`config.mk`:
```
export PLATFORM = sky130hd
export DESIGN_NAME = array_scan_reader_flat
export DESIGN_NICKNAME = d
export VERILOG_FILES = /design/src/rtl/array_scan_reader_if.sv /design/src/rtl/array_scan_reader.sv /design/src/flat_wrapper.sv
export SDC_FILE = /design/constraint.sdc
export NUM_CORES = 1
export LEC_CHECK = 0
export CAP_MARGIN = 20
export CORE_ASPECT_RATIO = 0.7
export CORE_UTILIZATION = 27
export CTS_CLUSTER_DIAMETER = 120
export DETAILED_ROUTE_END_ITERATION = 8
export PLACE_DENSITY = 0.6
export SETUP_SLACK_MARGIN = 0.05
export SLEW_MARGIN = 40
export SYNTH_ARGS = -nofsm -noshare
export SYNTH_HDL_FRONTEND = slang
export SYNTH_SLANG_ARGS = --single-unit
export TNS_END_PERCENT = 5
```
`constraint.sdc`:
```
create_clock -name sys_clk -period 2.9 [get_ports sys_clk]
set_input_delay 0.58 -clock sys_clk [delete_from_list [all_inputs] [get_ports sys_clk]]
set_output_delay 0.58 -clock sys_clk [all_outputs]
set_load 0.005 [all_outputs]
```
`src/rtl/array_scan_reader_if.sv`:
```
// Signal bundle between array_scan_reader and its environment: scan
// request, array-controller command/completion and the per-cell result stream.
// Optional build macro: SCAN_BIT_EN adds the thresholded rd_bit output.
interface array_scan_reader_if;
    logic       start;
    logic [9:0] addr_start;
    logic [9:0] addr_end;
    logic [7:0] v_read;
    logic       work_en;
    logic       op_mode;
    logic       work_mode;
    logic [9:0] addr_out;
    logic [7:0] v_wl;
    logic       work_down;
    logic [7:0] i_read;
    logic       rd_valid;
    logic       rd_ready;
    logic [9:0] rd_addr;
    logic [7:0] rd_data;
`ifdef SCAN_BIT_EN
    logic       rd_bit;
`endif
    logic       busy;
    logic       done;
    logic       err;

    // Reader side
    modport master (
        input  start, addr_start, addr_end, v_read, work_down, i_read, rd_ready,
`ifdef SCAN_BIT_EN
        output rd_bit,
`endif
        output work_en, op_mode, work_mode, addr_out, v_wl,
        output rd_valid, rd_addr, rd_data, busy, done, err
    );

    // Environment side (array controller, result consumer, host)
    modport slave (
        output start, addr_start, addr_end, v_read, work_down, i_read, rd_ready,
`ifdef SCAN_BIT_EN
        input  rd_bit,
`endif
        input  work_en, op_mode, work_mode, addr_out, v_wl,
        input  rd_valid, rd_addr, rd_data, busy, done, err
    );
endinterface

```
`src/rtl/array_scan_reader.sv`:
```
// array_scan_reader: walks cell addresses addr_start..addr_end (wrapping
// modulo 1024), issues one array read per cell, waits for work_down with a
// per-cell timeout, and streams (address, current) results over a
// valid/ready channel.
// Optional build macro: SCAN_BIT_EN adds rd_bit = (captured i_read >= THRESH).
//
// state | meaning
// ------+---------------------------------------------------------------
// IDLE  | waiting for start
// ISSUE | work_en raised for the current address, timeout loaded
// WAIT  | work_en held, waiting for work_down or timeout
// PUSH  | result held on rd_* until rd_valid && rd_ready
// FIN   | done pulse visible, busy drops on leaving
module array_scan_reader #(
    parameter int TIMEOUT_CYC = 64
`ifdef SCAN_BIT_EN
    , parameter logic [7:0] THRESH = 8'd128
`endif
) (
    input logic               sys_clk,
    input logic               sys_rst_n,
    array_scan_reader_if.master bus
);

    localparam int TW = $clog2(TIMEOUT_CYC + 1);

    typedef enum logic [2:0] {
        S_IDLE,
        S_ISSUE,
        S_WAIT,
        S_PUSH,
        S_FIN
    } state_t;

    state_t        state_q;
    logic [9:0]    addr_q;
    logic [9:0]    end_q;
    logic [7:0]    v_wl_q;
    logic [TW-1:0] tmr_q;
    logic          work_en_q;
    logic          rd_valid_q;
    logic [9:0]    rd_addr_q;
    logic [7:0]    rd_data_q;
    logic          busy_q;
    logic          done_q;
    logic          err_q;
`ifdef SCAN_BIT_EN
    logic          rd_bit_q;
`endif

    // Scan sequencer: state, timeout down-counter and all registered outputs.
    // The timer is loaded with TIMEOUT_CYC-1 on entry to ISSUE so that work_en
    // is high for exactly TIMEOUT_CYC cycles when work_down never arrives.
    always_ff @(posedge sys_clk or negedge sys_rst_n) begin
        if (!sys_rst_n) begin
            state_q    <= S_IDLE;
            addr_q     <= '0;
            end_q      <= '0;
            v_wl_q     <= '0;
            tmr_q      <= '0;
            work_en_q  <= 1'b0;
            rd_valid_q <= 1'b0;
            rd_addr_q  <= '0;
            rd_data_q  <= '0;
            busy_q     <= 1'b0;
            done_q     <= 1'b0;
            err_q      <= 1'b0;
`ifdef SCAN_BIT_EN
            rd_bit_q   <= 1'b0;
`endif
        end else begin
            done_q <= 1'b0;
            case (state_q)
                S_IDLE: begin
                    if (bus.start) begin
                        addr_q    <= bus.addr_start;
                        end_q     <= bus.addr_end;
                        v_wl_q    <= bus.v_read;
                        err_q     <= 1'b0;
                        busy_q    <= 1'b1;
                        work_en_q <= 1'b1;
                        tmr_q     <= TW'(TIMEOUT_CYC - 1);
                        state_q   <= S_ISSUE;
                    end
                end
                S_ISSUE: begin
                    if (tmr_q != '0) begin
                        tmr_q <= tmr_q - 1'b1;
                    end
                    state_q <= S_WAIT;
                end
                S_WAIT: begin
                    if (bus.work_down) begin
                        rd_data_q  <= bus.i_read;
                        rd_addr_q  <= addr_q;
`ifdef SCAN_BIT_EN
                        rd_bit_q   <= (bus.i_read >= THRESH);
`endif
                        work_en_q  <= 1'b0;
                        rd_valid_q <= 1'b1;
                        state_q    <= S_PUSH;
                    end else if (tmr_q == '0) begin
                        rd_data_q  <= 8'hFF;
                        rd_addr_q  <= addr_q;
`ifdef SCAN_BIT_EN
                        rd_bit_q   <= 1'b0;
`endif
                        err_q      <= 1'b1;
                        work_en_q  <= 1'b0;
                        rd_valid_q <= 1'b1;
                        state_q    <= S_PUSH;
                    end else begin
                        tmr_q <= tmr_q - 1'b1;
                    end
                end
                S_PUSH: begin
                    if (bus.rd_ready) begin
                        rd_valid_q <= 1'b0;
                        if (addr_q == end_q) begin
                            done_q  <= 1'b1;
                            state_q <= S_FIN;
                        end else begin
                            addr_q    <= addr_q + 1'b1;
                            work_en_q <= 1'b1;
                            tmr_q     <= TW'(TIMEOUT_CYC - 1);
                            state_q   <= S_ISSUE;
                        end
                    end
                end
                S_FIN: begin
                    busy_q  <= 1'b0;
                    state_q <= S_IDLE;
                end
                default: state_q <= S_IDLE;
            endcase
        end
    end

    assign bus.work_en   = work_en_q;
    assign bus.op_mode   = 1'b0;
    assign bus.work_mode = 1'b1;
    assign bus.addr_out  = addr_q;
    assign bus.v_wl      = v_wl_q;
    assign bus.rd_valid  = rd_valid_q;
    assign bus.rd_addr   = rd_addr_q;
    assign bus.rd_data   = rd_data_q;
    assign bus.busy      = busy_q;
    assign bus.done      = done_q;
    assign bus.err       = err_q;
`ifdef SCAN_BIT_EN
    assign bus.rd_bit    = rd_bit_q;
`endif

endmodule

```
`src/flat_wrapper.sv`:
```
// flat-port wrapper written by rule: the top's interface ports become plain ports
module array_scan_reader_flat 
#(
    parameter int TIMEOUT_CYC = 64

)
  (sys_clk, sys_rst_n, bus_start, bus_addr_start, bus_addr_end, bus_v_read, bus_work_down, bus_i_read, bus_rd_ready, bus_work_en, bus_op_mode, bus_work_mode, bus_addr_out, bus_v_wl, bus_rd_valid, bus_rd_addr, bus_rd_data, bus_busy, bus_done, bus_err);
  array_scan_reader_if bus_i ();
  input logic sys_clk;
  input logic sys_rst_n;
  input wire logic [$bits(bus_i.start)-1:0] bus_start;
  input wire logic [$bits(bus_i.addr_start)-1:0] bus_addr_start;
  input wire logic [$bits(bus_i.addr_end)-1:0] bus_addr_end;
  input wire logic [$bits(bus_i.v_read)-1:0] bus_v_read;
  input wire logic [$bits(bus_i.work_down)-1:0] bus_work_down;
  input wire logic [$bits(bus_i.i_read)-1:0] bus_i_read;
  input wire logic [$bits(bus_i.rd_ready)-1:0] bus_rd_ready;
  output wire logic [$bits(bus_i.work_en)-1:0] bus_work_en;
  output wire logic [$bits(bus_i.op_mode)-1:0] bus_op_mode;
  output wire logic [$bits(bus_i.work_mode)-1:0] bus_work_mode;
  output wire logic [$bits(bus_i.addr_out)-1:0] bus_addr_out;
  output wire logic [$bits(bus_i.v_wl)-1:0] bus_v_wl;
  output wire logic [$bits(bus_i.rd_valid)-1:0] bus_rd_valid;
  output wire logic [$bits(bus_i.rd_addr)-1:0] bus_rd_addr;
  output wire logic [$bits(bus_i.rd_data)-1:0] bus_rd_data;
  output wire logic [$bits(bus_i.busy)-1:0] bus_busy;
  output wire logic [$bits(bus_i.done)-1:0] bus_done;
  output wire logic [$bits(bus_i.err)-1:0] bus_err;
  assign bus_i.start = bus_start;
  assign bus_i.addr_start = bus_addr_start;
  assign bus_i.addr_end = bus_addr_end;
  assign bus_i.v_read = bus_v_read;
  assign bus_i.work_down = bus_work_down;
  assign bus_i.i_read = bus_i_read;
  assign bus_i.rd_ready = bus_rd_ready;
  assign bus_work_en = bus_i.work_en;
  assign bus_op_mode = bus_i.op_mode;
  assign bus_work_mode = bus_i.work_mode;
  assign bus_addr_out = bus_i.addr_out;
  assign bus_v_wl = bus_i.v_wl;
  assign bus_rd_valid = bus_i.rd_valid;
  assign bus_rd_addr = bus_i.rd_addr;
  assign bus_rd_data = bus_i.rd_data;
  assign bus_busy = bus_i.busy;
  assign bus_done = bus_i.done;
  assign bus_err = bus_i.err;
  array_scan_reader #(.TIMEOUT_CYC(TIMEOUT_CYC)) u_core (.sys_clk(sys_clk), .sys_rst_n(sys_rst_n), .bus(bus_i));
endmodule
```
==> impl_metrics.csv <==
group,metric,value,unit
synth,synth_top_family_by_area,"simple AND/OR/NAND/NOR gates",
clock_tree,numCtsBuffers,9,
clock_tree,root_buffer,"clkbuf_16",
route,vias,2531,
clock_tree,post_cts_buffers,0,
power,power-per-cell-area,1120,nW/µm²
synth,synth_cell_type_count,50,
synth,ys_top_cells_by_count,"nand2_1, dfrtp_1, nor2_1",
synth,avgSynthCellArea,9.71,µm²
worst_setup_path,critPathCaptureType,"register",
timing,fin_setup_tns,0,ps
worst_setup_path,crit_path_start_kind,"input pin",
die,core_region_area,10600,µm²
cells_and_area,fin_nets,431,
timing,hold_viol_final,0,
synth,synth_mux_area_share,4.62,%
clock_tree,cts_resized,0,
cells_and_area,syn2layout_area_growth,44.0,%
timing,fin_hold_ws,300,ps
timing,fmax,448,MHz
synth,ys.warnings.count,0,
cells_and_area,design_area,4290,µm²
flow_run,cap_violations,0,
die,pin_count,84,
global_routing,grt_max_degree,34,
placed_design,gp_congestion,0.842,
route,route.detailed.wl_per_inst,14.4,µm
cells_and_area,final_cells,540,
worst_setup_path,timing_worst_setup_path_type,"in2reg",
route,drtAntennaViolNets,0,
route,drc,0,
clock_tree,htree_levels,3,
timing,fin_crit_sh,77.0,%
cells_and_area,final_core_util,40.7,%
synth,synth_top_area_share,51.2,%
global_routing,overflow,0,
die,start_util,28.2,%
clock_tree,clk_pin_slew,50,ps
placed_design,placed_area,3950,µm²
placed_design,post-dp-hpwl,5640,µm
synth,synth-simple-area-share,22.1,%
clock_tree,clk_latency,330,ps
synth,synthCells,307,
synth,yosysSeqAreaShare,51.2,%
cells_and_area,n_antenna_cell,0,
die,rows,31,
route,dr_wl_met2,3440,µm
synth,synth_edf_count,0,
synth,synth_flop_cell,"dfrtp_1",
route,met1_length,3790,µm
global_routing,grt_pass1_wl,12800,µm
global_routing,grtUsageTotal,14.3,%
timing,finalSetupViolCount,0,
die,dieArea,11500,µm²
hold_path,hold_class,"in2async",
synth,synth.cell_area,2980,µm²
timing,clock_skew,6.12,ps
route,drt-initial-drc-count,90,
route,routed_wl,7780,µm
worst_setup_path,path_max_fanout,10,
timing,worst_pin_slew,698,ps
worst_setup_path,cp.arrival,2440,ps
route,drt_pass1_iterations,4,
route,drt-vias-per-instance,4.69,
synth,synth_compound_area_share,13.7,%
clock_tree,clock_path_buffers,2,
clock_tree,clock-sinks,61,
die,die_w,128,µm
timing,rsz0062_at_grt,"false",
die,fp.dieH,89.9,µm
placed_design,io_buffers,81,
route,wl_met3,472,µm
power,ir_worst_vdd,0.424,mV
synth,syn_nets,351,
synth,synthAdderAreaFrac,1.26,%
global_routing,antenna_found_initial,0,
cells_and_area,fillCellCount,1060,
placed_design,dpl.cell_count,524,
clock_tree,cts_hold_buffers,0,
run_status,status,"finished, final reports clean",
clock_tree,cts_tree,"done",
synth,yosys.area.top_type,"dfrtp_1",
timing,drv_slew,0,
synth,async_flop_share,100,%
synth,yosysMostFrequentCell,"nand2_1",
power,p_leak,0.00180,µW
cells_and_area,drive_gt1_share,12.0,%
synth,synth-xor-area-share,3.23,%
timing,max-slew-margin-rel,53.5,%
synth,ys_ff_latch,61,
worst_setup_path,critPathRequiredTime,3110,ps
synth,synth_area_leaders,"dfrtp_1, nand2_1, mux2_2, o22a_1, xnor2_1",
timing,layout_min_cycle_time,2230,ps
route,topRoutingLayerUsed,"met4",
global_routing,grt_pass1_vias,2546,
[path summary, 6_finish.rpt]
path / start / endpoint / slack (ps) / cells after the start
max in group asynchronous: sys_rst_n / u_core.end_q[3]$_DFFE_PN0P_ / 1990 / 2
max: bus_rd_ready / u_core.bus.addr_out[1]$_DFFE_PN0P_ / 670 / 5
max reg2reg: u_core.tmr_q[0]$_DFFE_PN0P_ / u_core.bus.rd_addr[3]$_DFFE_PN0P_ / 780 / 8
min: sys_rst_n / u_core.bus.err$_DFFE_PN0P_ / 300 / 1
min in group sys_clk: u_core.bus.v_wl[5]$_DFFE_PN0P_ / u_core.bus.v_wl[5]$_DFFE_PN0P_ / 470 / 2
min reg2reg: u_core.bus.v_wl[5]$_DFFE_PN0P_ / u_core.bus.v_wl[5]$_DFFE_PN0P_ / 470 / 2
[worst max-delay path: stages]
cell             delay (ps)
clkdlybuf4s50_1         560
nor2b_1                  80
a21oi_1                 190
or4b_1                  670
mux2_4                  370
[power by group]
group | internal, µW | leakage [µW] | switching [µW]
logic | 1090 | 0.000911 | 914
registers | 1230 | 0.000714 | 342
clock network | 862 | 0.000173 | 386
total | 3170 | 0.00180 | 1640
[flip-flops by register name, indices dropped and copies added (netlist names)]
register             cells
u_core.bus.addr_out     10
u_core.bus.busy          1
u_core.bus.done          1
u_core.bus.err           1
u_core.bus.rd_addr      10
u_core.bus.rd_data       8
u_core.bus.rd_valid      1
u_core.bus.v_wl          8
u_core.bus.work_en       1
u_core.end_q            10
u_core.state_q           3
u_core.tmr_q             7
[stage by stage]
step	worst slack, ps	total power [µW]
floorplan	983	2690
global placement	340	3520
detailed placement	321	3590
CTS	674	4860
global route	558	5140
finish	666	4820
[cell families (layout without fill, tap and decap cells)]
kind of cell               after synthesis  in the layout
AOI/OAI and AO/OA                       57             57
xor gates and xnor gates                11             11
adders and majority gates                3              3
buffers and inverters                   23            108
DFF                                     61             61
muxes                                   12             12
other                                    2              2
and+or+nand+nor                        138            138
[routing by layer]
layer | vias to the layer above | global-route usage (%)
met5 | - | 0
met3 | 8 | 4.29
met4 | 0 | 4.31
met2 | 77 | 21.2
met1 | 1217 | 20.0
li1 | 1229 | -
[area by class of cell]
type / instances / area, µm² / share of cell area [%]
Sequential cell: 61 / 1530 / 35.6
Multi-Input combinational cell: 223 / 1350 / 31.4
Timing Repair Buffer: 88 / 871 / 20.3
Clock buffer: 10 / 239 / 5.57
Tap cell: 148 / 185 / 4.31
Clock inverter: 6 / 109 / 2.54
Inverter: 4 / 15.0 / 0.350
[cell usage in the layout (no fill, tap or decap), types with 4 or more instances in the layout]
master,netlist,final
a21oi_1,9,9
and2_1,4,4
buf_4,2,6
clkbuf_16,0,9
clkdlybuf4s50_1,0,80
dfrtp_1,61,61
inv_1,4,4
mux2_2,10,10
nand2_1,73,73
nand3_1,5,5
nor2_1,19,18
nor2b_1,4,4
nor3_1,10,10
o21ai_0,8,8
o22a_1,10,10
o22ai_1,5,5
xnor2_1,10,10
No activity file was read; power rests on OpenSTA's default activity.
